<file path="src/rtl/lifo_fifo_buffer.sv">
// lifo_fifo_buffer: buffer with its own storage that runs as a stack (LIFO)
// or a queue (FIFO). The mode is latched only while the buffer is empty.
// Provides a show-ahead head word, occupancy flags and sticky error flags.
module lifo_fifo_buffer #(
  parameter int DATA_WIDTH = 8,
  parameter int ADDR_WIDTH = 4,
  parameter int AF_TH      = 2**ADDR_WIDTH-2,
  parameter int AE_TH      = 2
) (
  input  logic                  clk,
  input  logic                  reset_tmp,
  input  logic                  mode_in,
  input  logic                  push,
  input  logic                  pop,
  input  logic [DATA_WIDTH-1:0] wr_data,
  input  logic                  clr_err,
  output logic [DATA_WIDTH-1:0] rd_data,
  output logic [ADDR_WIDTH:0]   count,
  output logic                  empty,
  output logic                  full,
  output logic                  almost_empty,
  output logic                  almost_full,
  output logic                  overflow,
  output logic                  underflow,
  output logic                  mode_active
);

  localparam int DEPTH = 2**ADDR_WIDTH;
  localparam logic [ADDR_WIDTH:0]   CNT_FULL = {1'b1, {ADDR_WIDTH{1'b0}}};
  localparam logic [ADDR_WIDTH:0]   CNT_ONE  = {{ADDR_WIDTH{1'b0}}, 1'b1};
  localparam logic [ADDR_WIDTH-1:0] PTR_ONE  = {{(ADDR_WIDTH-1){1'b0}}, 1'b1};
  localparam logic [ADDR_WIDTH:0]   AF_C     = (ADDR_WIDTH+1)'(AF_TH);
  localparam logic [ADDR_WIDTH:0]   AE_C     = (ADDR_WIDTH+1)'(AE_TH);

  logic [DATA_WIDTH-1:0] mem_q [DEPTH];
  logic [ADDR_WIDTH-1:0] wr_ptr_q, wr_ptr_d, rd_ptr_q, rd_ptr_d;
  logic [ADDR_WIDTH:0]   count_q, count_d;
  logic                  mode_q, mode_d;
  logic                  ovf_q, ovf_d, udf_q, udf_d;
  logic                  we;
  logic [ADDR_WIDTH-1:0] waddr;
  logic [ADDR_WIDTH-1:0] head;
  logic                  is_empty, is_full;

  assign is_empty = (count_q == '0);
  assign is_full  = (count_q == CNT_FULL);

  // Next-state: pointer/count moves, storage write strobe, mode latch and sticky errors
  always_comb begin
    wr_ptr_d = wr_ptr_q;
    rd_ptr_d = rd_ptr_q;
    count_d  = count_q;
    mode_d   = mode_q;
    ovf_d    = clr_err ? 1'b0 : ovf_q;
    udf_d    = clr_err ? 1'b0 : udf_q;
    we       = 1'b0;
    waddr    = wr_ptr_q;
    // While empty the mode may change, and the FIFO read pointer is pinned to
    // the write pointer so a LIFO->FIFO switch finds the first word at rd_ptr.
    if (is_empty) begin
      mode_d   = mode_in;
      rd_ptr_d = wr_ptr_q;
    end
    unique case ({push, pop})
      2'b11: begin
        if (is_empty) begin
          // pop rejected, push accepted
          we       = 1'b1;
          wr_ptr_d = wr_ptr_q + PTR_ONE;
          count_d  = CNT_ONE;
          udf_d    = 1'b1;
        end else if (mode_q) begin
          // LIFO: overwrite the top of stack in place
          we    = 1'b1;
          waddr = wr_ptr_q - PTR_ONE;
        end else begin
          // FIFO: drop head, append new word; occupancy unchanged
          we       = 1'b1;
          wr_ptr_d = wr_ptr_q + PTR_ONE;
          rd_ptr_d = rd_ptr_q + PTR_ONE;
        end
      end
      2'b10: begin
        if (is_full) begin
          ovf_d = 1'b1;
        end else begin
          we       = 1'b1;
          wr_ptr_d = wr_ptr_q + PTR_ONE;
          count_d  = count_q + CNT_ONE;
        end
      end
      2'b01: begin
        if (is_empty) begin
          udf_d = 1'b1;
        end else begin
          count_d = count_q - CNT_ONE;
          if (mode_q) wr_ptr_d = wr_ptr_q - PTR_ONE;
          else        rd_ptr_d = rd_ptr_q + PTR_ONE;
        end
      end
      default: ;
    endcase
  end

  // Control state with asynchronous reset
  always_ff @(posedge clk or posedge reset_tmp) begin
    if (reset_tmp) begin
      wr_ptr_q <= '0;
      rd_ptr_q <= '0;
      count_q  <= '0;
      mode_q   <= 1'b1;
      ovf_q    <= 1'b0;
      udf_q    <= 1'b0;
    end else begin
      wr_ptr_q <= wr_ptr_d;
      rd_ptr_q <= rd_ptr_d;
      count_q  <= count_d;
      mode_q   <= mode_d;
      ovf_q    <= ovf_d;
      udf_q    <= udf_d;
    end
  end

  // Storage array: no reset, contents become unreachable once count is cleared
  always_ff @(posedge clk) begin
    if (we) mem_q[waddr] <= wr_data;
  end

  // Show-ahead head word and flags decoded from the registered count
  assign head         = mode_q ? (wr_ptr_q - PTR_ONE) : rd_ptr_q;
  assign rd_data      = is_empty ? '0 : mem_q[head];
  assign count        = count_q;
  assign empty        = is_empty;
  assign full         = is_full;
  assign almost_empty = (count_q <= AE_C);
  assign almost_full  = (count_q >= AF_C);
  assign overflow     = ovf_q;
  assign underflow    = udf_q;
  assign mode_active  = mode_q;

endmodule

</file>
<file path="config.mk">
export PLATFORM = sky130hd
export DESIGN_NAME = lifo_fifo_buffer
export DESIGN_NICKNAME = d
export VERILOG_FILES = /design/src/rtl/lifo_fifo_buffer.sv
export SDC_FILE = /design/constraint.sdc
export NUM_CORES = 1
export LEC_CHECK = 0
export ABC_AREA = 1
export CAP_MARGIN = 40
export CORE_UTILIZATION = 40
export DETAILED_ROUTE_END_ITERATION = 7
export GPL_TIMING_DRIVEN = 1
export SLEW_MARGIN = 20
export SYNTH_ARGS = -nofsm -noshare
export SYNTH_HDL_FRONTEND = slang
export SYNTH_SLANG_ARGS = --single-unit
</file>
<file path="constraint.sdc">
create_clock -name clk -period 3.2 [get_ports clk]
set_input_delay 0.48 -clock clk [delete_from_list [all_inputs] [get_ports clk]]
set_output_delay 0.48 -clock clk [all_outputs]
set_load 0.03 [all_outputs]
</file>
==> impl_metrics.sql, run 1 <==
INSERT INTO impl_metrics (metric_group, metric, value, unit) VALUES
('outcome', 'outcome', 'finished, final reports clean', ''),
('sta', 'final-max-slew-violation-count', '0', ''),
('sta', 'worst_clock_skew', '0.005370', 'ns'),
('critical_path', 'slowest_stage', 'sky130_fd_sc_hd__dfrtp_1', ''),
('die', 'initial_utilization', '41.25', '%'),
('placed_design', 'dp.final_hpwl', '10280', 'um'),
('detailed_routing', 'detailedRoute.firstPassIterationCount', '5', ''),
('pwr', 'finalPower', '0.008924', 'W'),
('sta', 'timing_worst_slew_pin_value', '0.6800', 'ns'),
('sta', 'setup_total_negative_slack', '0', 'ns'),
('sta', 'timing_hold_violations_final', '0', ''),
('die', 'io_pins', '34', ''),
('critical_path', 'timing.critical_path.from_type', 'flop', ''),
('placed_design', 'place_area', '7223', 'um^2'),
('clock_network', 'numCtsBuffers', '17', ''),
('clock_network', 'postCtsHoldBufs', '0', ''),
('critical_path', 'critical_path_class', 'flop to output port', ''),
('synthesis', 'syn_area_per_cell', '10.36', 'um^2'),
('synthesis', 'yosys_warnings', '0', ''),
('sta', 'fmax', '331.5', 'MHz'),
('die', 'core_region_area', '16000', 'um^2'),
('pwr', 'switchingPower', '0.003905', 'W'),
('sta', 'post-route-min-period', '3.016', 'ns'),
('critical_path', 'crit_required', '2.72', 'ns'),
('placed_design', 'gp_routability_congestion', '0.8305', ''),
('pwr', 'vdd_ir_drop_max', '721.5', 'uV'),
('synthesis', 'synth-seq-cells', '144', ''),
('hold_path', 'min-delay-path-class', 'input pin to async pin', ''),
('cells_and_area', 'drive_gt1_share', '11.66', '%'),
('detailed_routing', 'dr_total_vias', '4829', ''),
('die', 'fp-row-count', '46', ''),
('clock_network', 'cts.htree.levels', '4', ''),
('clock_network', 'cts.root.buffer_cell', 'sky130_fd_sc_hd__clkbuf_16', ''),
('cells_and_area', 'fin_area', '7829', 'um^2'),
('pwr', 'power_frac_clock', '21.7', '%'),
('synthesis', 'netlist-cell-type-count', '32', ''),
('clock_network', 'clk_pin_slew_worst_paths', '0.06', 'ns'),
('cells_and_area', 'n_antenna_cell', '0', ''),
('critical_path', 'path_cells', 'inv_2 > ha_1 > inv_1 > nand2_1 > nand2_2 > nand2_1 > nand2_2 > buf_4 > nand3_1 > nand3_1 > nand2_1 > nor2_1 > buf_4', ''),
('critical_path', 'cp_slowest_stage_delay', '0.47', 'ns'),
('global_routing', 'grt_antenna_before_repair', '0', ''),
('pwr', 'cellLeakagePower', '3.107', 'nW'),
('cells_and_area', 'final_nets', '715', ''),
('synthesis', 'synthesis.area', '6600', 'um^2'),
('synthesis', 'post_synth_main_area_contributors', 'sky130_fd_sc_hd__edfxtp_1, sky130_fd_sc_hd__nand2_1, sky130_fd_sc_hd__nand3_1, sky130_fd_sc_hd__dfrtp_1, sky130_fd_sc_hd__nor2_1', ''),
('critical_path', 'critical_path.max_fanout', '9', ''),
('detailed_routing', 'drc', '0', ''),
('detailed_routing', 'detail-route-antenna-nets', '0', ''),
('clock_network', 'cts_max_path_buffers', '2', ''),
('sta', 'finalSetupViolCount', '0', ''),
('global_routing', 'total_global_routing_track_utilization', '20.64', '%'),
('die', 'die-area', '17020', 'um^2'),
('detailed_routing', 'wl_per_cell', '17.59', 'um'),
('die', 'floorplan.die.width', '130.5', 'um'),
('pwr', 'internal_power', '0.005018', 'W'),
('sta', 'final_min_period_over_clock_period', '94.26', '%'),
('synthesis', 'postSynthNetCount', '661', ''),
('run', 'drv.max_cap_violation_count', '0', ''),
('synthesis', 'synth_top_cell_by_area', 'sky130_fd_sc_hd__edfxtp_1', ''),
('critical_path', 'worst-endpoint-arrival', '2.54', 'ns'),
('clock_network', 'clock_latency', '0.41', 'ns'),
('global_routing', 'grt_pass1_wl', '25700', 'um'),
('cells_and_area', 'area_growth_syn_to_layout', '18.62', '%'),
('cells_and_area', 'num-fill-cells', '1479', ''),
('critical_path', 'end_kind', 'output port', ''),
('critical_path', 'critical-path-top-cell-by-count', 'sky130_fd_sc_hd__nand2_1', ''),
('detailed_routing', 'totalWireLength', '16160', 'um'),
('pwr', 'fraction_of_power_spent_switching_nets', '43.76', '%'),
('detailed_routing', 'drt-initial-drc-count', '378', ''),
('detailed_routing', 'routed_via_count_divided_by_cell_count', '5.255', ''),
('clock_network', 'cts.sink_count', '144', '');
critical path: cells and delay by family (launching register included):
family / cells / cell delay [ns]
simple gates: 8 / 0.84
buf+inv: 4 / 0.57
flops: 1 / 0.47
fa+ha+maj: 1 / 0.23
power groups by stage:
stage / Clock, W / Combinational [W] / Sequential (W)
3_5_place_dp: 0 / 0.00443 / 0.00253
3_3_place_gp: 0 / 0.00440 / 0.00252
2_1_floorplan: 0 / 0.00310 / 0.00253
6_report: 0.00193 / 0.00449 / 0.00250
4_1_cts: 0.00196 / 0.00445 / 0.00249
5_1_grt: 0.00204 / 0.00494 / 0.00253
sequential cells by signal, summed over array words and instances (netlist names):
name and count:
mode_active 1, count 5, wr_ptr_q 4, rd_ptr_q 4, mem_q 128, overflow 1, underflow 1
cell usage after synthesis (all sizes together):
library cell  instances
inv                  27
a21boi                1
ha                    9
or2                   3
o22ai                 4
clkbuf                7
o21ai                12
edfxtp              128
buf                  20
fa                    1
nand2               193
o211ai                1
a31oi                 1
xnor2                 2
a21oi                 8
xor2                  5
nand3               141
nor2                 55
nor3                  1
dfstp                 1
nand4                 2
dfrtp                15
timing repair:
item,4_1_cts,5_1_grt
gates resized for setup,0,3
buffers inserted,0,1
endpoints found under the setup margin,0,8
metrics by stage:
stage | hold WS [ns] | worst slack, ns | utilization [%] | std cells
floorplan | 0.3930 | 0.7510 | - | 637
global route | 0.5262 | 0.0007938 | 48.93 | 919
detailed placement | 0.5250 | 0.4945 | 45.14 | 887
global placement | 0.5094 | 0.4959 | 45.14 | 887
finish | 0.4599 | 0.1837 | 48.93 | 919
CTS | 0.4698 | 0.06896 | 48.74 | 918
final cells by class:
class | count | area, um^2 | area share, %
clock inverter | 13 | 146.4 | 1.870
tap | 216 | 270.3 | 3.452
inverter | 27 | 101.3 | 1.295
clock buffer | 18 | 429.2 | 5.482
timing repair buffer | 62 | 569.3 | 7.272
multi-input combinational | 439 | 2063 | 26.35
sequential | 144 | 4249 | 54.28
path summary, 6_finish.rpt:
check	from	end	slack, ns	cells after the start
min in group clk	overflow$_DFF_PP0_	overflow$_DFF_PP0_	0.53	2
worst min register to register	overflow$_DFF_PP0_	overflow$_DFF_PP0_	0.53	2
worst max-delay path	wr_ptr_q[0]$_DFFE_PP0P_	rd_data[3]	0.18	13
worst min-delay path	reset_tmp	rd_ptr_q[2]$_DFF_PP0_	0.46	2
worst max register to register	wr_ptr_q[0]$_DFFE_PP0P_	mem_q[14][5]$_DFFE_PP_	0.85	10
max in group asynchronous	reset_tmp	count[2]$_DFFE_PP0P_	2.32	2
layout by cell type, fill, tap and decap left out, types with 2 or more instances in the layout:
cell type,netlist,layout
sky130_fd_sc_hd__clkdlybuf4s50_1,0,25
sky130_fd_sc_hd__o21ai_0,10,10
sky130_fd_sc_hd__edfxtp_1,128,128
sky130_fd_sc_hd__nand2_4,2,2
sky130_fd_sc_hd__nand2_2,4,5
sky130_fd_sc_hd__clkinv_2,0,4
sky130_fd_sc_hd__nand4_1,2,2
sky130_fd_sc_hd__buf_4,2,33
sky130_fd_sc_hd__xor2_1,5,5
sky130_fd_sc_hd__xnor2_1,2,2
sky130_fd_sc_hd__buf_12,0,3
sky130_fd_sc_hd__nand2_1,187,186
sky130_fd_sc_hd__nand3_1,140,140
sky130_fd_sc_hd__ha_1,9,9
sky130_fd_sc_hd__clkinv_1,0,3
sky130_fd_sc_hd__clkbuf_16,0,17
sky130_fd_sc_hd__inv_2,3,3
sky130_fd_sc_hd__nor2_1,54,54
sky130_fd_sc_hd__inv_1,24,24
sky130_fd_sc_hd__clkinv_4,0,2
sky130_fd_sc_hd__or2_2,3,3
sky130_fd_sc_hd__a21oi_1,8,8
sky130_fd_sc_hd__bufinv_16,0,3
sky130_fd_sc_hd__dfrtp_1,15,15
sky130_fd_sc_hd__o22ai_1,4,4
per-layer routing:
| metal | vias to the layer above | GRT usage [%] | wire length, um |
|---|---|---|---|
| li1 | 2302 | - | - |
| met4 | 0 | 8.249 | 380 |
| met2 | 164 | 34.48 | 7888 |
| met3 | 28 | 4.967 | 832 |
| met5 | - | 0 | 0 |
| met1 | 2335 | 25.91 | 7061 |
logic make-up after synthesis:
logic type / count (synthesis) / share of synthesized area, %
buffers and inverters: 54 / 4.455
xor gates and xnor gates: 7 / 0.9289
and+or+nand+nor: 395 / 25.84
DFF: 144 / 64.32
AOI/OAI and AO/OA: 27 / 2.446
adders and majority gates: 10 / 2.010
Power figures use the tool's default switching activity.
==> inputs of run 2 (changes only) <==
--- a/config.mk
+++ b/config.mk
@@ -7,9 +7,12 @@
 export LEC_CHECK = 0
 export ABC_AREA = 1
 export CAP_MARGIN = 40
-export CORE_UTILIZATION = 40
+export CORE_MARGIN = 3
+export CORE_UTILIZATION = 55
 export DETAILED_ROUTE_END_ITERATION = 7
 export GPL_TIMING_DRIVEN = 1
+export PLACE_DENSITY = 0.74
+export SKIP_LAST_GASP = 1
 export SLEW_MARGIN = 20
 export SYNTH_ARGS = -nofsm -noshare
 export SYNTH_HDL_FRONTEND = slang
==> impl_metrics.sql, run 2 (synthesis results as in run 1) <==
INSERT INTO impl_metrics (metric_group, metric, value, unit) VALUES
('sta', 'setup_total_negative_slack', '0', 'ns'),
('sta', 'post-route-min-period', '3.024', 'ns'),
('cells_and_area', 'flip_flop_count_of_the_largest_register_after_layout', '128', ''),
('sta', 'max_slew_margin', '49.15', '%'),
('sta', 'timing_hold_violations_final', '0', ''),
('detailed_routing', 'totalWireLength', '15740', 'um'),
('cells_and_area', 'layout.cells.most_common', 'sky130_fd_sc_hd__nand2_1', ''),
('critical_path', 'worst-endpoint-arrival', '2.54', 'ns'),
('cells_and_area', 'area_growth_syn_to_layout', '15.45', '%'),
('critical_path', 'path_cells', 'inv_1 > ha_1 > nand2_1 > o21ai_2 > buf_12 > nand3_1 > nand3_1 > nand3_1 > nand2_1 > nor2_1 > buf_4', ''),
('critical_path', 'critical_path.max_fanout', '32', ''),
('sta', 'rsz_0062_raised_after_global_routing', 'false', ''),
('placed_design', 'place.detailed.instances', '804', ''),
('detailed_routing', 'drc', '0', ''),
('critical_path', 'crit_required', '2.72', 'ns'),
('critical_path', 'cp_slowest_stage_delay', '0.49', 'ns'),
('cells_and_area', 'drive_gt1_share', '10.10', '%'),
('cells_and_area', 'n_antenna_cell', '0', ''),
('sta', 'finalSetupViolCount', '0', ''),
('pwr', 'cellLeakagePower', '3.029', 'nW'),
('critical_path', 'end_kind', 'output port', ''),
('detailed_routing', 'detail-route-antenna-nets', '0', ''),
('detailed_routing', 'detailedRoute.firstPassIterationCount', '6', ''),
('global_routing', 'grt_antenna_before_repair', '0', ''),
('sta', 'timing_worst_slew_pin_value', '0.7603', 'ns'),
('die', 'floorplan.die.width', '115.5', 'um'),
('cells_and_area', 'final_non_filler_cell_total', '836', ''),
('critical_path', 'critical_path_class', 'flop to output port', ''),
('critical_path', 'ff2ff_path_depth', '8', ''),
('die', 'die-area', '13350', 'um^2'),
('sta', 'fmax', '330.7', 'MHz'),
('critical_path', 'timing.critical_path.from_type', 'flop', ''),
('detailed_routing', 'wl_per_cell', '18.83', 'um'),
('placed_design', 'io_buffer_count', '33', ''),
('global_routing', 'total_global_routing_track_utilization', '25.03', '%'),
('die', 'io_pins', '34', ''),
('sta', 'final-max-slew-violation-count', '0', ''),
('clock_network', 'numCtsBuffers', '17', ''),
('placed_design', 'gp_routability_congestion', '0.8916', ''),
('critical_path', 'launch_instance_of_the_worst_register_to_register_path', 'count[1]$_DFFE_PP0P_', ''),
('critical_path', 'worstReg2RegEnd', 'mem_q[14][1]$_DFFE_PP_', ''),
('cells_and_area', 'final_nets', '706', ''),
('critical_path', 'slowest_stage', 'sky130_fd_sc_hd__dfrtp_1', ''),
('clock_network', 'cts.htree.levels', '4', ''),
('critical_path', 'critical-path-top-cell-by-count', 'sky130_fd_sc_hd__nand3_1', ''),
('global_routing', 'grt_pass1_wl', '24720', 'um'),
('die', 'initial_utilization', '57.07', '%'),
('global_routing', 'via_count_of_the_first_global_routing_pass', '4643', ''),
('clock_network', 'cts_max_path_buffers', '2', ''),
('cells_and_area', 'largest-register', 'mem_q', ''),
('global_routing', 'grt_overflow_total', '0', ''),
('detailed_routing', 'drt-initial-drc-count', '534', ''),
('die', 'fp-row-count', '39', ''),
('clock_network', 'cts.sink_count', '144', ''),
('sta', 'final_min_period_over_clock_period', '94.50', '%'),
('run', 'drv.max_cap_violation_count', '0', ''),
('pwr', 'vdd_ir_drop_max', '629.0', 'uV'),
('detailed_routing', 'dr_total_vias', '4951', ''),
('clock_network', 'tritoncts', 'built', ''),
('pwr', 'power_density', '1145', 'nW/um^2'),
('detailed_routing', 'routed_via_count_divided_by_cell_count', '5.922', ''),
('placed_design', 'dp.final_hpwl', '9923', 'um'),
('outcome', 'outcome', 'finished, final reports clean', ''),
('clock_network', 'clock_latency', '0.42', 'ns'),
('cells_and_area', 'layout.cells.most_common_list', 'sky130_fd_sc_hd__nand2_1, sky130_fd_sc_hd__nand3_1, sky130_fd_sc_hd__edfxtp_1, sky130_fd_sc_hd__nor2_1', ''),
('clock_network', 'cts.root.buffer_cell', 'sky130_fd_sc_hd__clkbuf_16', ''),
('die', 'core_region_area', '11560', 'um^2'),
('hold_path', 'min-delay-path-class', 'input pin to async pin', ''),
('global_routing', 'grt_start_max_net_pins', '57', ''),
('critical_path', 'reg2reg_slack', '0.59', 'ns'),
('sta', 'worst_clock_skew', '0.008175', 'ns'),
('clock_network', 'clk_pin_slew_worst_paths', '0.06', 'ns'),
('die', 'die_height', '115.5', 'um');
==> run 2: cell type report <==
cell class / count / area, um^2
clock buffer: 20 / 436.7
clock inverter: 10 / 72.57
fill: 868 / 3945
inverter: 27 / 106.4
multi-input combinational: 439 / 2077
sequential: 144 / 4250
tap: 143 / 178.9
timing repair buffer: 53 / 498.0
==> run 2: repair_timing <==
item | in CTS | in global routing
setup buffers | 0 | 2
pin swaps | 0 | 1
hold buffers | 0 | 0
setup endpoints to repair | 8 | 8
resized for setup | 3 | 7
==> run 2: worst max-delay path by stage <==
| stage | depth (start not counted) | start | to |
|---|---|---|---|
| floorplan | 11 | wr_ptr_q[0]$_DFFE_PP0P_ | rd_data[2] |
| global placement | 11 | wr_ptr_q[0]$_DFFE_PP0P_ | rd_data[3] |
| detailed placement | 6 | pop | mem_q[13][4]$_DFFE_PP_ |
| CTS | 11 | mode_active$_DFFE_PP1P_ | rd_data[6] |
| global route | 12 | wr_ptr_q[1]$_DFFE_PP0P_ | rd_data[5] |
| finish | 11 | wr_ptr_q[1]$_DFFE_PP0P_ | rd_data[6] |
==> run 2: critical path, delay by kind of cell, from the launching register on <==
kind | cells | cell delay [ns]
buf+inv | 3 | 0.54
simple gates | 6 | 0.60
compound gates | 1 | 0.16
flops | 1 | 0.49
fa+ha+maj | 1 | 0.32
==> run 2: power by group <==
part	internal, W	switching [W]
Combinational	0.00148	0.00301
Sequential	0.00230	0.000202
Clock	0.00104	0.000689
Total	0.00482	0.00390
==> run 2: stage by stage <==
step / instance area (um^2) / hold slack, ns / worst slack [ns] / utilization (%) / total power, W
floorplan: 6600 / 0.3930 / 0.7510 / - / 0.005628
global route: 7620 / 0.5327 / 0.02934 / 65.89 / 0.009253
global placement: 7044 / 0.5192 / 0.4172 / 60.91 / 0.006720
CTS: 7562 / 0.4713 / 0.03473 / 65.39 / 0.008580
detailed placement: 7044 / 0.5276 / 0.3724 / 60.91 / 0.006820
finish: 7620 / 0.4619 / 0.1762 / 65.89 / 0.008728
==> run 2: metal layers <==
metal	share of wire (%)	wire length [um]	up-vias	global-route usage, %
met1	41	6527	2376	34.68
met4	2.6	408	0	9.155
li1	-	-	2289	-
met2	48	7509	253	38.46
met5	0	0	-	0
met3	8.2	1298	33	6.736
==> inputs of run 3 (changes only) <==
--- a/config.mk
+++ b/config.mk
@@ -12,6 +12,7 @@
 export DETAILED_ROUTE_END_ITERATION = 7
 export GPL_TIMING_DRIVEN = 1
 export PLACE_DENSITY = 0.74
+export SKIP_CTS_REPAIR_TIMING = 1
 export SKIP_LAST_GASP = 1
 export SLEW_MARGIN = 20
 export SYNTH_ARGS = -nofsm -noshare
==> impl_metrics.sql, run 3 (synthesis results as in run 1) <==
INSERT INTO impl_metrics (metric_group, metric, value, unit) VALUES
('placed_design', 'gp_routability_congestion', '0.8916', ''),
('critical_path', 'launch_instance_of_the_worst_register_to_register_path', 'count[1]$_DFFE_PP0P_', ''),
('clock_network', 'cts_max_path_buffers', '2', ''),
('critical_path', 'ff2ff_path_depth', '8', ''),
('pwr', 'vdd_ir_drop_max', '630.5', 'uV'),
('global_routing', 'grt_overflow_total', '0', ''),
('sta', 'timing_worst_slew_pin_value', '0.8241', 'ns'),
('placed_design', 'io_buffer_count', '33', ''),
('detailed_routing', 'dr_total_vias', '4920', ''),
('global_routing', 'grt_pass1_wl', '24710', 'um'),
('critical_path', 'worstReg2RegEnd', 'mem_q[14][1]$_DFFE_PP_', ''),
('critical_path', 'end_kind', 'output port', ''),
('die', 'core_region_area', '11560', 'um^2'),
('sta', 'timing_hold_violations_final', '0', ''),
('die', 'initial_utilization', '57.07', '%'),
('sta', 'fmax', '328.0', 'MHz'),
('cells_and_area', 'drive_gt1_share', '10.10', '%'),
('placed_design', 'place_worst_setup_slack', '0.3724', 'ns'),
('critical_path', 'critical_path_class', 'flop to output port', ''),
('global_routing', 'grt_antenna_before_repair', '0', ''),
('cells_and_area', 'layout.cells.most_common_list', 'sky130_fd_sc_hd__nand2_1, sky130_fd_sc_hd__nand3_1, sky130_fd_sc_hd__edfxtp_1, sky130_fd_sc_hd__nor2_1', ''),
('critical_path', 'critical_path.max_fanout', '32', ''),
('sta', 'final_min_period_over_clock_period', '95.29', '%'),
('pwr', 'cellLeakagePower', '3.029', 'nW'),
('cells_and_area', 'layout.cells.most_common', 'sky130_fd_sc_hd__nand2_1', ''),
('clock_network', 'tritoncts', 'built', ''),
('sta', 'post-route-min-period', '3.049', 'ns'),
('cells_and_area', 'n_antenna_cell', '0', ''),
('sta', 'worst_hold_slack', '0.4573', 'ns'),
('sta', 'finalSetupViolCount', '0', ''),
('sta', 'setup_ws', '0.1508', 'ns'),
('cells_and_area', 'final_nets', '706', ''),
('sta', 'max_slew_margin', '44.89', '%'),
('clock_network', 'cts.root.buffer_cell', 'sky130_fd_sc_hd__clkbuf_16', ''),
('detailed_routing', 'detail-route-antenna-nets', '0', ''),
('critical_path', 'crit_required', '2.72', 'ns'),
('die', 'io_pins', '34', ''),
('die', 'die_height', '115.5', 'um'),
('cells_and_area', 'largest-register', 'mem_q', ''),
('detailed_routing', 'routed_via_count_divided_by_cell_count', '5.885', ''),
('run', 'drv.max_cap_violation_count', '0', ''),
('clock_network', 'cts.htree.levels', '4', ''),
('die', 'die-area', '13350', 'um^2'),
('cells_and_area', 'num-fill-cells', '875', ''),
('critical_path', 'reg2reg_slack', '0.59', 'ns'),
('pwr', 'finalPower', '0.008737', 'W'),
('sta', 'rsz_0062_raised_after_global_routing', 'false', ''),
('detailed_routing', 'drc', '0', ''),
('critical_path', 'timing.critical_path.from_type', 'flop', ''),
('critical_path', 'worst-endpoint-arrival', '2.57', 'ns'),
('pwr', 'power_density', '1147', 'nW/um^2'),
('global_routing', 'total_global_routing_track_utilization', '25.00', '%'),
('placed_design', 'dp.final_hpwl', '9923', 'um'),
('detailed_routing', 'drt-initial-drc-count', '463', ''),
('clock_network', 'clock_latency', '0.42', 'ns'),
('outcome', 'outcome', 'finished, final reports clean', ''),
('detailed_routing', 'totalWireLength', '15750', 'um'),
('cells_and_area', 'flip_flop_count_of_the_largest_register_after_layout', '128', ''),
('cells_and_area', 'area_growth_syn_to_layout', '15.45', '%'),
('clock_network', 'cts.sink_count', '144', ''),
('global_routing', 'via_count_of_the_first_global_routing_pass', '4639', ''),
('global_routing', 'grt_start_max_net_pins', '57', ''),
('detailed_routing', 'detailedRoute.firstPassIterationCount', '5', ''),
('sta', 'worst_clock_skew', '0.007291', 'ns'),
('die', 'fp-row-count', '39', ''),
('die', 'floorplan.die.width', '115.5', 'um'),
('sta', 'setup_total_negative_slack', '0', 'ns'),
('detailed_routing', 'wl_per_cell', '18.84', 'um'),
('clock_network', 'clk_pin_slew_worst_paths', '0.06', 'ns'),
('hold_path', 'min-delay-path-class', 'input pin to async pin', ''),
('clock_network', 'numCtsBuffers', '17', ''),
('sta', 'final-max-slew-violation-count', '0', '');
-- run 3: cell counts in the layout (fill, tap and decap cells not counted) --
Identical to the previous run, type by type.
-- run 3: per-stage QoR --
stage	instance area [um^2]	util [%]	cells
2_1_floorplan	6600	-	637
4_1_cts	7553	65.31	834
3_5_place_dp	7044	60.91	804
5_1_grt	7620	65.89	836
6_report	7620	65.89	836
3_3_place_gp	7044	60.91	804
-- run 3: layer usage --
metal | vias up | GRT usage, % | part of all wire, %
met5 | - | 0 | 0
met4 | 0 | 8.920 | 2.4
met3 | 39 | 6.736 | 8.2
met2 | 228 | 38.43 | 47
met1 | 2366 | 34.71 | 42
li1 | 2287 | - | -
-- run 3: area by class of cell --
type / instances / area [um^2] / share of cell area (%)
Clock buffer: 20 / 436.7 / 5.731
Timing Repair Buffer: 53 / 498.0 / 6.535
Tap cell: 143 / 178.9 / 2.348
Multi-Input combinational cell: 439 / 2077 / 27.26
Sequential cell: 144 / 4250 / 55.78
Inverter: 27 / 106.4 / 1.396
Clock inverter: 10 / 72.57 / 0.9524
-- run 3: worst max-delay path by stage --
stage / startpoint / to / slack, ns / cells past startpoint
floorplan: wr_ptr_q[0]$_DFFE_PP0P_ / rd_data[2] / 0.75 / 11
global placement: wr_ptr_q[0]$_DFFE_PP0P_ / rd_data[3] / 0.42 / 11
detailed placement: pop / mem_q[13][4]$_DFFE_PP_ / 0.37 / 6
CTS: wr_ptr_q[0]$_DFFE_PP0P_ / rd_data[3] / -0.08 / 11
global route: wr_ptr_q[1]$_DFFE_PP0P_ / rd_data[5] / 0.004 / 11
finish: wr_ptr_q[1]$_DFFE_PP0P_ / rd_data[0] / 0.15 / 11
-- run 3: power by group --
group          internal (W)  switching [W]
combinational       0.00148        0.00302
sequential          0.00230       0.000199
clock               0.00104       0.000692
total               0.00482        0.00391
-- run 3: worst max-delay path, stage by stage, from the launching register on --
cell and delay, ns:
sky130_fd_sc_hd__dfrtp_1 0.49, sky130_fd_sc_hd__inv_1 0.13, sky130_fd_sc_hd__ha_1 0.32, sky130_fd_sc_hd__nand2_1 0.08, sky130_fd_sc_hd__o21ai_2 0.17, sky130_fd_sc_hd__inv_6 0.19
sky130_fd_sc_hd__nand3_1 0.15, sky130_fd_sc_hd__nand3_1 0.09, sky130_fd_sc_hd__nand3_1 0.08, sky130_fd_sc_hd__nand2_1 0.11, sky130_fd_sc_hd__nor2_1 0.15, sky130_fd_sc_hd__buf_4 0.18
==> variant 1, RTL diff (config.mk and constraints of run 2) <==
Set the parameter `DATA_WIDTH` to 7 (it was 8).
--- a/src/rtl/lifo_fifo_buffer.sv
+++ b/src/rtl/lifo_fifo_buffer.sv
@@ -4,3 +4,3 @@
 module lifo_fifo_buffer #(
-  parameter int DATA_WIDTH = 8,
+  parameter int DATA_WIDTH = 7,
   parameter int ADDR_WIDTH = 4,
Interface: changed (resized rd_data and wr_data); port bits go from 34 to 32. No check against the original RTL was run, so the function may have changed too.
==> variant 1 against run 2 <==
  * Hold slack worse by 110 ps
  * Sequential cell count is 16 lower
  * Area after synthesis is 11% lower
  * Final area is 7.2% lower
  * Wire length is 11% lower
  * Critical path depth stayed put
  * Setup slack worse by 62 ps
  * Total power is 5.0% lower
  * First-iteration DRC count is 33% lower
  * Die area is 10% lower
  * Largest power group unchanged
==> variant 1: results (changes against run 2) <==
- Final Max Slew Viols: 0 (unchanged)
- Max FFs per register: 112 (-13%)
- First-pass GRT wire length: 21.9 mm (-12%)
- Clock root cell: clkbuf_8
- Async SR Flop Fraction: 0.125 (+0.0139)
- Initial DRC Count: 358 (-33%)
- Final net count: 665 (-5.8%)
- Filler cells: 801 (-7.7%)
- Final HPWL from detailed placement: 8.96 mm (-9.7%)
- Clock skew: 8.54 ps (+0.361 ps)
- Peak VDD IR: 0.617 mV (-2.0%)
- Post-synthesis cell type count: 27 (-16%)
- Run status: completed
- FF-to-FF Start: wr_ptr_q[0]
- Deepest clock path buffer count: 2 (unchanged)
- Worst-Skew Late Latency: 510 ps (+90 ps)
- Vias: 4541 (-8.3%)
- Most frequent cells after synthesis: nand2_1, nand3_1, edfxtp_1
- Vias in the first global route: 4292 (-7.6%)
- Reg2reg setup slack: 620 ps (+30 ps)
- Reg2reg end: mem_q[2][2]
- Top FF cell, synth: edfxtp_1
- R2R depth: 9 (+1)
- Slowest-stage cell, CP: dfrtp_2
- Post-placement cell area: 6420 um2 (-8.9%)
- Footprint of the multi-input gates: 1910 um2 (-8.2%)
- RD Place Congestion: 0.899 (+0.85%)
- Largest net degree at the start of global routing: 50 (-12%)
- Worst rel slew slack: 0.486 (-0.00540)
- First-pass iteration count of the detailed router: 5 (-1)
- DR DRC count: 0 (unchanged)
- Slowest stage delay, CP: 470 ps (-20 ps)
- Leakage power: 2.85 nW (-5.9%)
- Synthesized netlist net count: 615 (-7.0%)
- Seq/Total Area, Yosys: 0.638 (-0.00491)
- Post-synth EDFFs: 112 (-13%)
- Sw frac: 0.443 (-0.00385)
- WL final: 14.0 mm (-11%)
- Area contributors post-synth: edfxtp_1, nand2_1, nand3_1
- Largest fanout on the critical path: 28 (-13%)
- Layout cells sized above 1: 0.121 (+0.0196)
- IO buf count: 31 (-6.1%)
- GRT Total Usage: 0.246 (-0.00476)
[variant 1: cell types whose count changed after synthesis, moves of 3 or more]
cell and delta:
nand3_1 -13, nand2_1 -10, edfxtp_1 -16, buf_4 +3
buf_2 +6, buf_6 -10, o21ai_0 +4
[variant 1: worst max path at each step]
| stage | endpoint | cells after the start |
|---|---|---|
| 2_1_floorplan | rd_data[3] | 12 |
| 5_1_grt | rd_data[0] | 11 |
| 6_report | rd_data[5] | 11 |
| 3_5_place_dp | mem_q[12][4] | 8 |
| 3_3_place_gp | mem_q[2][6] | 6 |
| 4_1_cts | rd_data[5] | 10 |
[variant 1: cell type report]
cell class,instances,area share
Multi-Input combinational cell,410,0.270
Clock buffer,17,0.0585
Tap cell,136,0.0241
Inverter,29,0.0164
Clock inverter,15,0.0223
Timing Repair Buffer,56,0.0761
Sequential cell,128,0.533
[variant 1: worst reg2reg max path: stages, from the launching register on]
cell     delay, ps
dfrtp_2        470
inv_4           90
ha_1           310
nand2_1        120
o21ai_0        110
nand2_1         70
o21ai_0        140
o21ai_1        210
nand2_1        160
nor2_1         530
[variant 1: kinds of logic after synthesis]
group / count (synthesis) / share of synthesized area
AO/OA/AOI/OAI: 29 / 0.0267
XOR/XNOR: 7 / 0.0104
adder cells (fa/ha/maj): 10 / 0.0225
buffers and inverters: 54 / 0.0403
flip-flops: 128 / 0.638
AND/OR/NAND/NOR: 364 / 0.262
[variant 1: layer usage]
metal | wire length, um | track usage | vias to the layer above
met5 | 0 | 0 | -
met4 | 215 | 0.0828 | 0
met3 | 1060 | 0.0611 | 24
met2 | 6900 | 0.398 | 209
met1 | 5800 | 0.326 | 2179
li1 | - | - | 2129
[variant 1: timing repair]
item | 4_1_cts | 5_1_grt
resized for setup | 4 | 8
gates cloned | 0 | 1
setup endpoints to repair | 7 | 8
buffers inserted | 0 | 3
[variant 1: metrics by stage]
| step | hold WS [ps] | setup WS [ps] | cells |
|---|---|---|---|
| 2_1_floorplan | 393 | 602 | 592 |
| 3_3_place_gp | 513 | 415 | 755 |
| 3_5_place_dp | 533 | 306 | 755 |
| 4_1_cts | 369 | 4.14 | 787 |
| 5_1_grt | 413 | -4.79 | 791 |
| 6_report | 357 | 114 | 791 |
[variant 1: power groups by stage]
stage | clock network [W] | registers, W | logic [W]
after floorplan | 0 | 0.00226 | 0.00269
after global placement | 0 | 0.00225 | 0.00390
after detailed placement | 0 | 0.00226 | 0.00399
after CTS | 0.00186 | 0.00223 | 0.00406
after global routing | 0.00195 | 0.00225 | 0.00459
final | 0.00185 | 0.00223 | 0.00422
==> variant 2, RTL diff (config.mk and constraints of run 2) <==
Made on the original files. Register the input `mode_in` before use. The logic sees it one clock later. The other inputs are not delayed to match.
--- a/src/rtl/lifo_fifo_buffer.sv
+++ b/src/rtl/lifo_fifo_buffer.sv
@@ -34,2 +34,8 @@
 
+  logic mode_r;
+
+  always_ff @(posedge clk) begin
+    mode_r <= mode_in;
+  end
+
   logic [DATA_WIDTH-1:0] mem_q [DEPTH];
@@ -60,3 +66,3 @@
     if (is_empty) begin
-      mode_d   = mode_in;
+      mode_d   = mode_r;
       rd_ptr_d = wr_ptr_q;
Function: changed (a bounded check fails within 4 cycles, from zero or initial values and one cycle with reset_tmp high).
==> variant 2 against run 2 <==
  * Sequential cell count increased by 1
  * Critical path depth is 1 higher
  * Wire length grew 1.7%
  * Clock skew barely moved
  * Area after synthesis grew 0.72%
  * Total power up 0.80%
  * Global-route usage is 0.38 points higher
  * Synthesized cell count rose by 0.47%
  * Setup slack got worse by 57 ps
  * Largest power group unchanged
  * Final area up 1.3%
==> variant 2: results (changes against run 2) <==
- Run status: completed
- Clock net power: 0.00191 W (+10%)
- Largest net degree at the start of global routing: 41 (-28%)
- Final net count: 708 (+0.28%)
- Async SR Flop Fraction: 0.110 (-0.000766)
- DR WL/cell: 19.1 um (+1.4%)
- Met1 wire length: 6.71 mm (+2.8%)
- Largest fanout on the critical path: 12 (-63%)
- Met1 Use GR: 0.353 (+0.00638)
- Slowest-stage cell, CP: dfrtp_2
- Logic pwr share: 0.496 (-0.019)
- Vias: 4910 (-0.83%)
- NonClk Buf Share: 0.0668 (+0.00142)
- Layout Cells excl Fill: 838 (+0.24%)
- Reg2reg end: mem_q[15][6]
- RD Place Congestion: 0.858 (-3.8%)
- Leakage power: 3.05 nW (+0.78%)
- Most frequent cells after synthesis: nand2_1, nand3_1, edfxtp_1
- Synthesized area per cell: 10.4 um2 (+0.25%)
- Reg2reg setup slack: 480 ps (-110 ps)
- Number of non-clock inverters: 26 (-3.7%)
- Multi-input logic cell count: 438 (-0.23%)
- Sequential share of cell area: 0.553 (-0.00496)
- Clock buffers: 18 (-10%)
- Area contributors post-synth: edfxtp_1, nand3_1, nand2_1
- Initial DRC Count: 488 (-8.6%)
- WL met2: 7.81 mm (+4.1%)
- First-pass GRT wire length: 25.8 mm (+4.6%)
- FF-to-FF Start: wr_ptr_q[0]
[variant 2: kinds of logic after synthesis]
logic type | synth area share
XOR/XNOR | 0.0105
adder cells (fa/ha/maj) | 0.0200
AO/OA/AOI/OAI | 0.0222
buffers and inverters | 0.0454
AND/OR/NAND/NOR | 0.260
flip-flops | 0.642
[variant 2: timing repair]
item / 4_1_cts / 5_1_grt
setup buffers: 0 / 0
setup endpoints to repair: 0 / 8
resized for setup: 0 / 7
[variant 2: worst max path at each step]
stage	from	endpoint	slack (ps)	cells after the start
after floorplan	wr_ptr_q[0]	rd_data[4]	820	12
after global placement	push	mem_q[14][5]	360	6
after detailed placement	push	mem_q[14][5]	360	6
after CTS	wr_ptr_q[0]	rd_data[3]	20	12
after global routing	wr_ptr_q[0]	rd_data[3]	5	12
final	wr_ptr_q[0]	rd_data[3]	120	12
